===== src/rtl/alu_arb_pkg.sv =====
// alu_arbiter shared types: function codes, FSM state encoding and
// the boundary above which function codes are treated as illegal.
package alu_arb_pkg;

    typedef enum logic [2:0] {
        ADD     = 3'd0,
        OR_RED  = 3'd1,
        AND_RED = 3'd2,
        CONCAT  = 3'd3
    } func_e;

    typedef logic [1:0] state_t;

    localparam state_t S_IDLE = 2'd0;
    localparam state_t S_EXEC = 2'd1;
    localparam state_t S_RESP = 2'd2;

    localparam logic [2:0] ILLEGAL_MIN = 3'd4;

endpackage


===== src/rtl/alu_arbiter_rr.sv =====
// rr_arbiter: combinational round-robin pick of the first set request
// at or after ptr, wrapping. Ports: req, ptr in; gnt (one-hot), idx, any out.
module rr_arbiter #(
    parameter int NREQ = 4,
    parameter int IW   = $clog2(NREQ)
) (
    input  logic [NREQ-1:0] req,
    input  logic [IW-1:0]   ptr,
    output logic [NREQ-1:0] gnt,
    output logic [IW-1:0]   idx,
    output logic            any
);

    always_comb begin
        gnt = '0;
        idx = '0;
        any = 1'b0;
        for (int k = 0; k < NREQ; k++) begin
            if (!any && req[(int'(ptr) + k) % NREQ]) begin
                any = 1'b1;
                gnt[(int'(ptr) + k) % NREQ] = 1'b1;
                idx = IW'((int'(ptr) + k) % NREQ);
            end
        end
    end

endmodule


===== src/rtl/alu_arbiter.sv =====
// alu_arbiter: round-robin shared ALU with IDLE/EXEC/RESP handshake.
// Ports: clk, reset_n, req_valid/ready/a/b/func (per requester),
// rsp_valid/ready/id/data, rsp_err (only with ALU_ARB_ILLEGAL_EN).
module alu_arbiter
    import alu_arb_pkg::*;
#(
    parameter int N    = 4,
    parameter int NREQ = 4,
    parameter int IW   = $clog2(NREQ)
) (
    input  logic              clk,
    input  logic              reset_n,
    input  logic [NREQ-1:0]   req_valid,
    output logic [NREQ-1:0]   req_ready,
    input  logic [NREQ*N-1:0] req_a,
    input  logic [NREQ*N-1:0] req_b,
    input  logic [NREQ*3-1:0] req_func,
    output logic              rsp_valid,
    input  logic              rsp_ready,
    output logic [IW-1:0]     rsp_id,
    output logic [2*N-1:0]    rsp_data
`ifdef ALU_ARB_ILLEGAL_EN
    ,
    output logic              rsp_err
`endif
);

    state_t          state, nstate;
    logic [IW-1:0]   rr_ptr;
    logic [N-1:0]    cap_a, cap_b;
    logic [2:0]      cap_func;
    logic [NREQ-1:0] gnt;
    logic [IW-1:0]   gidx;
    logic            gany;
    logic            accept;

    function automatic logic [2*N-1:0] alu_fn(
        input logic [N-1:0] a,
        input logic [N-1:0] b,
        input logic [2:0]   f
    );
        logic [2*N-1:0] r;
        r = '0;
        if (f < ILLEGAL_MIN) begin
            case (func_e'(f))
                ADD:     r = {{N{1'b0}}, a} + {{N{1'b0}}, b};
                OR_RED:  r[0] = |{a, b};
                AND_RED: r[0] = &{a, b};
                CONCAT:  r = {a, b};
                default: r = '0;
            endcase
        end
        return r;
    endfunction

    rr_arbiter #(.NREQ(NREQ), .IW(IW)) u_rr (
        .req (req_valid),
        .ptr (rr_ptr),
        .gnt (gnt),
        .idx (gidx),
        .any (gany)
    );

    assign accept = (state == S_IDLE) && gany;

    // Gated by reset_n so no grant is offered while reset is held.
    assign req_ready = (reset_n && accept) ? gnt : '0;
    assign rsp_valid = (state == S_RESP);

    always_comb begin
        nstate = state;
        case (state)
            S_IDLE:  if (gany) nstate = S_EXEC;
            S_EXEC:  nstate = S_RESP;
            S_RESP:  if (rsp_ready) nstate = S_IDLE;
            default: nstate = S_IDLE;
        endcase
    end

    // rsp_id doubles as the captured grant id; it is stable from accept
    // until the response handshake completes.
    always_ff @(posedge clk or negedge reset_n) begin
        if (!reset_n) begin
            state    <= S_IDLE;
            rr_ptr   <= '0;
            cap_a    <= '0;
            cap_b    <= '0;
            cap_func <= '0;
            rsp_id   <= '0;
            rsp_data <= '0;
        end else begin
            state <= nstate;
            if (accept) begin
                cap_a    <= req_a[int'(gidx)*N +: N];
                cap_b    <= req_b[int'(gidx)*N +: N];
                cap_func <= req_func[int'(gidx)*3 +: 3];
                rsp_id   <= gidx;
            end
            if (state == S_EXEC)
                rsp_data <= alu_fn(cap_a, cap_b, cap_func);
            if (state == S_RESP && rsp_ready)
                rr_ptr <= (int'(rsp_id) == NREQ - 1) ? '0 : rsp_id + 1'b1;
        end
    end

`ifdef ALU_ARB_ILLEGAL_EN
    always_ff @(posedge clk or negedge reset_n) begin
        if (!reset_n)
            rsp_err <= 1'b0;
        else if (state == S_EXEC)
            rsp_err <= (cap_func >= ILLEGAL_MIN);
    end
`else
    // Codes at or above ILLEGAL_MIN simply yield a zero result in alu_fn.
`endif

endmodule


===== config.mk =====
export PLATFORM = sky130hd
export DESIGN_NAME = alu_arbiter
export DESIGN_NICKNAME = d
export VERILOG_FILES = /design/src/rtl/alu_arb_pkg.sv /design/src/rtl/alu_arbiter_rr.sv /design/src/rtl/alu_arbiter.sv
export SDC_FILE = /design/constraint.sdc
export NUM_CORES = 1
export LEC_CHECK = 0
export BUFFER_PORTS_ARGS = -buffer_cell sky130_fd_sc_hd__buf_2
export CORE_ASPECT_RATIO = 0.7
export CORE_MARGIN = 10
export CORE_UTILIZATION = 42
export CTS_CLUSTER_SIZE = 25
export DETAILED_ROUTE_END_ITERATION = 7
export PLACE_DENSITY_LB_ADDON = 0.1
export SKIP_CTS_REPAIR_TIMING = 1
export SLEW_MARGIN = 15
export SYNTH_ARGS = -nofsm -noshare
export SYNTH_HDL_FRONTEND = slang
export SYNTH_SLANG_ARGS = --single-unit

===== constraint.sdc =====
create_clock -name clk -period 3.31 [get_ports clk]
set_clock_uncertainty 0.05 [all_clocks]
set_input_delay 0.1655 -clock clk [delete_from_list [all_inputs] [get_ports clk]]
set_output_delay 0.1655 -clock clk [all_outputs]
set_load 0.05 [all_outputs]

Word-level counts from Yosys, hierarchy flattened

Cells that the tools add are included.

Output and inout bits: 15
Flip-flop bits (word level): 25

Reduce and logical (&&, ||, !) cells: 21
Multiplexer cells: 39
Magnitude comparators: 9
Shifts and indexed selects: 3
Multiply operators: 1
$add $sub $neg: 5
Eq/ne operators: 8
Bitwise logic cells: 6

Operator list:

| kind                                                 | number |
|---|---|
| variable part select 16 x 5 -> 4 bit                 | 2 |
| 2-to-1 mux 4 bit                                     | 5 |
| 2-to-1 mux 1 bit                                     | 15 |
| 2-to-1 mux 2 bit                                     | 7 |
| case mux 7 bit (2 select lines)                      | 1 |
| < comparator 3 x 4 -> 1 bit (second input constant)  | 3 |
| bitwise OR 4 bit                                     | 3 |
| variable part select 12 x 5 -> 3 bit                 | 1 |
| logical AND 1 bit                                    | 10 |
| >= comparator 3 x 1 -> 1 bit (second input constant) | 3 |
| binary-select mux 1 bit (select 2 bit)               | 4 |
| demux 1 bit (select 2 bit)                           | 4 |
| 2-to-1 mux 8 bit                                     | 1 |
| AND reduction 8 bit                                  | 1 |
| OR reduction 8 bit                                   | 1 |
| == test 3 x 2 -> 1 bit (second input constant)       | 2 |
| case mux 2 bit (3 select lines)                      | 1 |
| OR reduction 2 bit                                   | 3 |
| adder 4 x 4 -> 5 bit                                 | 1 |
| adder 2 x 1 -> 2 bit (second input constant)         | 2 |
| adder 2 bit (second input constant)                  | 2 |
| == test 2 x 1 -> 1 bit (second input constant)       | 2 |
| multiplier 2 x 2 -> 4 bit (second input constant)    | 1 |
| case mux 1 bit (4 select lines)                      | 1 |
| other kinds (12)                                     | 16 |

Depth between registers and ports, before layout

Gate-level depths: netlist of run 1.

Depth in word-level cells: 17
Gate-level depth with buffers: 10
Depth with buffers taken out: 8

Cells and area by module

A second synthesis of run 1 with hierarchy kept.

Cells, all modules: 168
Area total of the unflattened synthesis: 1933.1 um^2

Modules (own cells, without submodules):

| module      | cells each | times used | area each (um^2) | sequential area each (um^2) |
|---|---|---|---|---|
| alu_arbiter | 123        | 1          | 1514.0           | 625.6 |
| rr_arbiter  | 45         | 1          | 419.2            | 0.0 |

Least setup slack after synthesis of run 1

No wires, ideal clock.

Kind: reg2out
Start point: register rr_ptr[0]
End point: output port req_ready[0]
Cell stages (with the launch flop): 9
Path slack: 0.371 ns
Data arrival time: 2.724 ns
Cells stage by stage: dfrtp_1 > buf_4 > inv_1 > ha_1 > mux4_1 > or3_4 > nor2_8 > a221oi_1 > nor2_1

Cells in the longest elaborated chain, start to end: 15

Ends and longest elaborated chain:

| item                                                                 | line               | RTL |
|---|---|---|
| start, declared                                                      | alu_arbiter.sv:29  | `logic [IW-1:0] rr_ptr;` |
| start signal, assigned                                               | alu_arbiter.sv:102 | `rr_ptr <= (int'(rsp_id) == NREQ - 1) ? '0 : rsp_id + 1'b1;` |
| branches (longest 14 deep; another with < comparator 3 x 4 -> 1 bit) | --                 |  |
| 2-to-1 mux 4 bit *                                                   | alu_arbiter.sv:67  | `assign req_ready = (reset_n && accept) ? gnt : '0;` |
| end, declared                                                        | alu_arbiter.sv:14  | `output logic [NREQ-1:0] req_ready,` |

Every way passes the cells marked *. The select of a mux whose other input is x is not followed.

Worst setup path after layout of run 1

Ends and elaborated chain as after synthesis.

==> results of run 1 <==
==> critical path, cell delays in order, from the launching register on <==
cell,delay [ns]
dfrtp_1,0.37
inv_1,0.09
ha_1,0.39
mux4_1,0.45
or3_4,0.43
o21ai_4,0.15
inv_1,0.10
nand2_1,0.13
nor2_1,0.06
buf_2,0.21
==> cell type report <==
cell class	instances	area, µm²	share of cell area [%]
sequential	25	626	26.1
timing repair buffer	73	400	16.7
inverter	6	22.5	0.939
multi-input combinational	150	1240	51.5
clock buffer	4	45.0	1.88
tap	55	68.8	2.87
==> worst max-delay path by stage <==
stage	from	endpoint	slack, ns	cells after the start
after global placement	rr_ptr[0]	cap_b[2]	0.57	7
after global routing	rr_ptr[0]	req_ready[2]	0.31	9
after floorplan	rr_ptr[0]	req_ready[0]	0.37	8
after CTS	rr_ptr[0]	req_ready[0]	0.44	9
final	rr_ptr[0]	req_ready[0]	0.43	9
after detailed placement	rr_ptr[0]	cap_b[2]	0.47	7
==> synthesized netlist by cell type, drive strengths merged, types with 2 or more instances <==
cell and count:
mux4 4, buf 7, a221oi 4, nor3 3
nand4 2, o221ai 11, nor2b 3, a22o 8
a21oi 4, nor2 14, inv 6, nand2 26
dfrtp 25, mux2 2, a22oi 4, mux2i 24
ha 12, o21ai 12, nand2b 3
==> power by group through the flow <==
stage / Combinational, W / Sequential, W / Clock (W)
floorplan: 0.00136 / 0.000720 / 0
global placement: 0.00187 / 0.000593 / 0
detailed placement: 0.00189 / 0.000593 / 0
CTS: 0.00189 / 0.000587 / 0.000187
global route: 0.00207 / 0.000609 / 0.000196
finish: 0.00189 / 0.000588 / 0.000180
==> layer usage <==
metal  vias to the layer above  GRT usage (%)  share of wire (%)
li1                        860              -                  -
met1                       754           20.0                 53
met2                        56           16.7                 38
met3                         4           4.83                7.7
met4                         0           3.06                1.1
met5                         -              0                  0
==> metrics by stage <==
stage	hold slack, ns	setup slack [ns]	util (%)
6_report	0.0681	0.427	54.5
5_1_grt	0.0710	0.307	54.5
4_1_cts	-0.136	0.437	54.2
3_5_place_dp	0.160	0.475	53.2
2_1_floorplan	-0.180	0.371	-
3_3_place_gp	0.158	0.573	53.2
==> state kept, by name, summed over array words and instances (netlist names) <==
name      count
cap_b         4
cap_func      3
cap_a         4
state         2
rr_ptr        2
rsp_id        2
rsp_data      8
==> cells by family after synthesis <==
family / after synthesis / share of synthesized area (%)
buf+inv: 14 / 4.62
flops: 25 / 32.1
fa+ha+maj: 13 / 8.72
compound gates: 49 / 21.6
xor+xnor: 2 / 0.898
simple gates: 56 / 13.7
mux: 30 / 18.5
==> impl_results.md, run 1 <==
- Max Slew Vio Count: 0
- Vias in the first global route: approximately 1,800
- PwrDens: about 1100 nW/µm²
- Final Instance Area: around 2400 µm²
- Post-synth EDFFs: 0
- Synth top area share: around a third
- Post-route ant nets: 0
- IO buf count: between 60 and 70
- Largest net degree at the start of global routing: 27
- WHS Path Cells: 2
- Setup violators final: 0
- FF+latch count, synth: 25
- CP Capture Type: output pin
- DIE AREA: roughly 7800 µm²
- Wire per inst: 16.4 µm
- CTS tree: yes
- Final std cells w/o fill: about 310
- Fmax: 347 MHz
- Min-delay src: rsp_ready
- Fin nets: between 300 and 400
- Starting DRT DRC Count: between 60 and 70
- Die H: roughly 77 µm
- HP Class: input port to flip-flop
- R2r setup slk: 0.46 ns
- VDD IR max: between 500 and 600 µV
- Commonest non-fill, non-tap cell in the layout: buf_2
- Post-synthesis sequential area ratio: approximately a third
- Num rows: 20
- Net load switching power: 0.00134 W
- Synth top area cells: dfrtp_1 32%, mux2i_1 12%, ha_1 7.7%
- Arr. time, crit path: approximately 2.7 ns
- Design Power: roughly 0.0027 W
- DRC viols: 0
- Mapped Area: roughly 2000 µm²
- P_leak: 1.19 nW
- Async set or reset register ratio after synthesis: 100%
- Core Area: between 4000 and 5000 µm²
- Cell count after synthesis: approximately 190
- Sw frac: about half
- Area leader, netlist: dfrtp_1
- Relative slew slack: around three fifths
- Hpwl dp: ~4.2 mm
- GR Util All Layers: approximately an eighth
- Crit Path Category: flip-flop to output pin
- Layout cells sized above 1: 35.3%
- DP Area: 2340 µm²
- Hold endpoint: state[1]
- CTS clk-pin slew, worst paths: around 0.09 ns
- Worst Setup Start Kind: flip-flop
- Reg2reg end: cap_b[2]
- Placed cells: 308
- Maximum level of the CTS H-tree: 1
- Average cell area after synthesis: between 10 and 15 µm²
- Initial core utilization: roughly 44%
- Setup tns final: 0 ns
- Synth unique cells: 40
- Clock Tree Root: clkbuf_8
- P_int: 0.00131 W
- Unrepaired setup endpoints after global routing: false
- Area grow syn2layout: 22.9%
- Final Hold Vio Count: 0
- Die Wd: just over 100 µm
- Vias: roughly 1,700
- Clock power frac: 6.8%
- Total grt overflow: 0
- Reg power frac: ~22%
- Ant. Diodes: 0
- CTS Buf Count: 3
- Final min period: 2.88 ns
- GP Congestion: about 0.82
- Crit-path max FO: 7
- Drt total wl: just over 5 mm
- Clk sink count: 25
- Antenna violations before repair: 0
- Critical R2R Launch: rr_ptr[0]
- Drt pass-1 iters: 4
- Most frequent cells in the layout: 65 x buf_2, 26 x nand2_1, 25 x dfrtp_1
- Clk Latency, worst-skew pair: between 0.2 and 0.3 ns
- WP data required: about 3.1 ns
- Top_reg_cell synth: dfrtp_1
- Post-DR vias/cell: approximately 5.3
- Reg2reg path depth: 7
- Final Cycle Share: between 80% and 90%
- Clock Path Buffers: 2
- MaxCap Viol Count: 0
- Slew @ Worst Pin: 0.610 ns
- First-pass GRT wire length: around 8.6 mm
- Combinational share of power: slightly above 70%
- Yosys warnings: 0
- Top-Level Pins: 66
- Post-synth net total: between 200 and 300
- Outcome: finished, final reports clean
- Fillers: between 300 and 400
No activity file was read; power rests on OpenSTA's default activity.
==> inputs of run 2 (changes only) <==
--- a/config.mk
+++ b/config.mk
@@ -16,4 +16,5 @@
 export SLEW_MARGIN = 15
 export SYNTH_ARGS = -nofsm -noshare
 export SYNTH_HDL_FRONTEND = slang
+export SYNTH_HIERARCHICAL = 1
 export SYNTH_SLANG_ARGS = --single-unit
==> impl_results.md, run 2 <==
- Fmax: 318 MHz (was 347 MHz)
- CTS Buf Count: 3 (unchanged)
- Top-Level Pins: 66 (unchanged)
- Post-synthesis sequential area ratio: 32.4% (was 32.1%)
- Outcome: finished, final reports clean (unchanged)
- Max Slew Vio Count: 0 (unchanged)
- Area leader, netlist: dfrtp_1 (unchanged)
- Synth top area share: 32.4% (was 32.1%)
- Final Hold Vio Count: 0 (unchanged)
- FF+latch count, synth: 25 (unchanged)
- Clk sink count: 25 (unchanged)
- Cell count after synthesis: 168 (was 189)
- Unrepaired setup endpoints after global routing: false (unchanged)
- Async set or reset register ratio after synthesis: 100% (unchanged)
- DIE AREA: 7760 µm² (was 7820 µm²)
- Num rows: 20 (unchanged)
- Vias: 1,651 (was 1,674)
- Drt total wl: 5.21 mm (was 5.14 mm)
- Largest register by flop count: rsp_data (unchanged)
- Multi-input gate area: 1230 µm² (was 1240 µm²)
- Post-DR vias/cell: 5.71 (was 5.35)
- GP Congestion: 0.807 (was 0.818)
- Fillers: 388 (was 399)
- Starting DRT DRC Count: 158 (was 61)
- Vias in the first global route: 1,663 (was 1,751)
- Core Area: 4400 µm² (unchanged)
- Top_reg_cell synth: dfrtp_1 (unchanged)
- Synth top area cells: dfrtp_1 32%, mux4_2 12%, mux4_1 6.8% (was dfrtp_1 32%, mux2i_1 12%, ha_1 7.7%)
- HP Class: input port to flip-flop (unchanged)
- Crit-path max FO: 10 (was 7)
- GR Util All Layers: 13.1% (was 13.2%)
- Global route hottest layer: met2 (was met1)
- Area grow syn2layout: 22.7% (was 22.9%)
- Final Cycle Share: 95.1% (was 87.1%)
- Post-synth top cells: 25 x dfrtp_1, 14 x o21ai_0, 13 x nand2_1 (was 26 x nand2_1, 25 x dfrtp_1, 24 x mux2i_1)
- Ant. Diodes: 0 (unchanged)
- Average cell area after synthesis: 11.5 µm² (was 10.3 µm²)
- Antenna violations before repair: 0 (unchanged)
- DP Area: 2310 µm² (was 2340 µm²)
- CP Capture Type: flip-flop (was output pin)
- Mapped Area: 1930 µm² (was 1950 µm²)
- WP data required: 3.42 ns (was 3.09 ns)
- Clock Path Buffers: 2 (unchanged)
- Most frequent cell after synthesis: dfrtp_1 (was nand2_1)
- Final min period: 3.15 ns (was 2.88 ns)
- Drt pass-1 iters: 4 (unchanged)
- Max reg flops: 8 (unchanged)
- Setup tns final: 0 ns (unchanged)
- VDD IR max: 532 µV (was 563 µV)
- Arr. time, crit path: 3.25 ns (was 2.67 ns)
- Post-route ant nets: 0 (unchanged)
- Hpwl dp: 4.27 mm (was 4.15 mm)
- Post-synth net total: 230 (was 253)
- P_leak: 1.13 nW (was 1.19 nW)
- Wire per inst: 18.0 µm (was 16.4 µm)
- PwrDens: 1120 nW/µm² (was 1110 nW/µm²)
- Relative slew slack: 62.1% (was 59.3%)
- Die Wd: 101 µm (about the same)
- Final Instance Area: 2370 µm² (was 2400 µm²)
- Worst Setup Start Kind: flip-flop (unchanged)
- Fin nets: 297 (was 323)
- Commonest non-fill, non-tap cell in the layout: buf_2 (unchanged)
- FF/Latch Area: 626 µm² (unchanged)
- Largest net degree at the start of global routing: 30 (was 27)
- Maximum level of the CTS H-tree: 1 (unchanged)
- Met1 Track Usage GR: 17.9% (was 20.0%)
- Total grt overflow: 0 (unchanged)
- Largest regs: rsp_data (8), cap_a (4), cap_b (4) (unchanged)
- Fin util: 53.9% (was 54.5%)
- Setup violators final: 0 (unchanged)
- MaxCap Viol Count: 0 (unchanged)
- Layout cells sized above 1: 44.4% (was 35.3%)
- Most frequent cells in the layout: 65 x buf_2, 25 x dfrtp_1, 14 x o21ai_0 (was 65 x buf_2, 26 x nand2_1, 25 x dfrtp_1)
- GR Util met3: 5.91% (was 4.83%)
- Synth unique cells: 37 (was 40)
- Slew @ Worst Pin: 0.564 ns (was 0.610 ns)
- IO buf count: 65 (unchanged)
- CTS tree: yes (unchanged)
- DRC viols: 0 (unchanged)
- CTS clk-pin slew, worst paths: 0.09 ns (about the same)
- Clock Tree Root: clkbuf_8 (unchanged)
- M2 GR Usage: 18.5% (was 16.7%)
- First-pass GRT wire length: 8.42 mm (was 8.60 mm)
- Post-synth EDFFs: 0 (unchanged)
- Yosys warnings: 6 (was 0)
- Die H: 76.8 µm (was 77.0 µm)
- Clk Latency, worst-skew pair: 0.27 ns (about the same)
- Crit Path Category: flip-flop to flip-flop (was flip-flop to output pin)
- Initial core utilization: 43.9% (was 44.3%)
-- run 2: cell count changes after synthesis, sizes merged, moves of 11 or more --
cell | before | now
mux4 | 4 | 15
o221ai | 11 | 0
mux2i | 24 | 1
nand2 | 26 | 13
mux2 | 2 | 15
-- run 2: critical path, cell delays in order (launching register included) --
cell     delay (ns)
dfrtp_1        0.43
inv_1          0.12
ha_1           0.38
mux4_2         0.46
and2b_2        0.31
o21ai_0        0.10
o31ai_2        0.17
buf_6          0.24
mux4_2         0.51
mux2_4         0.26
-- run 2: per-stage QoR --
step | total power (W) | std cells | setup slack (ns) | hold WS, ns
global route | 0.00288 | 289 | 0.0122 | 0.0767
finish | 0.00266 | 289 | 0.162 | 0.0485
global placement | 0.00241 | 284 | 0.268 | 0.125
CTS | 0.00267 | 288 | 0.0943 | -0.168
detailed placement | 0.00248 | 284 | 0.110 | 0.135
floorplan | 0.00212 | 168 | 0.321 | -0.180
-- run 2: path summary, 6_finish.rpt --
check / start / to / slack, ns / depth (start not counted)
worst min-delay path: rsp_ready / state[1] / 0.05 / 2
worst min register to register: rsp_data[1] / rsp_data[1] / 0.44 / 2
max in group asynchronous: reset_n / cap_b[0] / 2.58 / 3
min in group asynchronous: reset_n / cap_func[0] / 0.37 / 3
worst max-delay path: rr_ptr[1] / cap_func[2] / 0.16 / 9
worst max register to register: rr_ptr[1] / cap_func[2] / 0.16 / 9
-- run 2: where the power goes --
part           switching (W)  leakage, nW  internal (W)  total, W
registers           0.000181        0.310      0.000453  0.000633
clock network      0.0000975       0.0255     0.0000842  0.000182
logic               0.000964        0.793      0.000883   0.00185
-- run 2: logic make-up after synthesis --
group | after synthesis | synth area share (%)
adder cells (fa/ha/maj) | 11 | 7.51
AO/OA/AOI/OAI | 41 | 13.1
buffers and inverters | 15 | 4.47
flip-flops | 25 | 32.4
AND/OR/NAND/NOR | 44 | 12.9
XOR/XNOR | 1 | 0.453
multiplexers | 31 | 29.3
-- run 2: per-layer routing --
layer  part of all wire [%]  wire length (µm)  vias up
met3                    9.4               488        2
met1                     46              2420      793
li1                       -                 -      793
met2                     44              2280       63
met4                   0.44                23        0
met5                      0                 0        -
-- run 2: final cells by class --
type                            instances  area share, %
Timing Repair Buffer                   71           15.9
Inverter                                6          0.949
Clock buffer                            3           1.74
Sequential cell                        25           26.4
Multi-Input combinational cell        128           52.0
Tap cell                               55           2.90
Clock inverter                          1          0.211
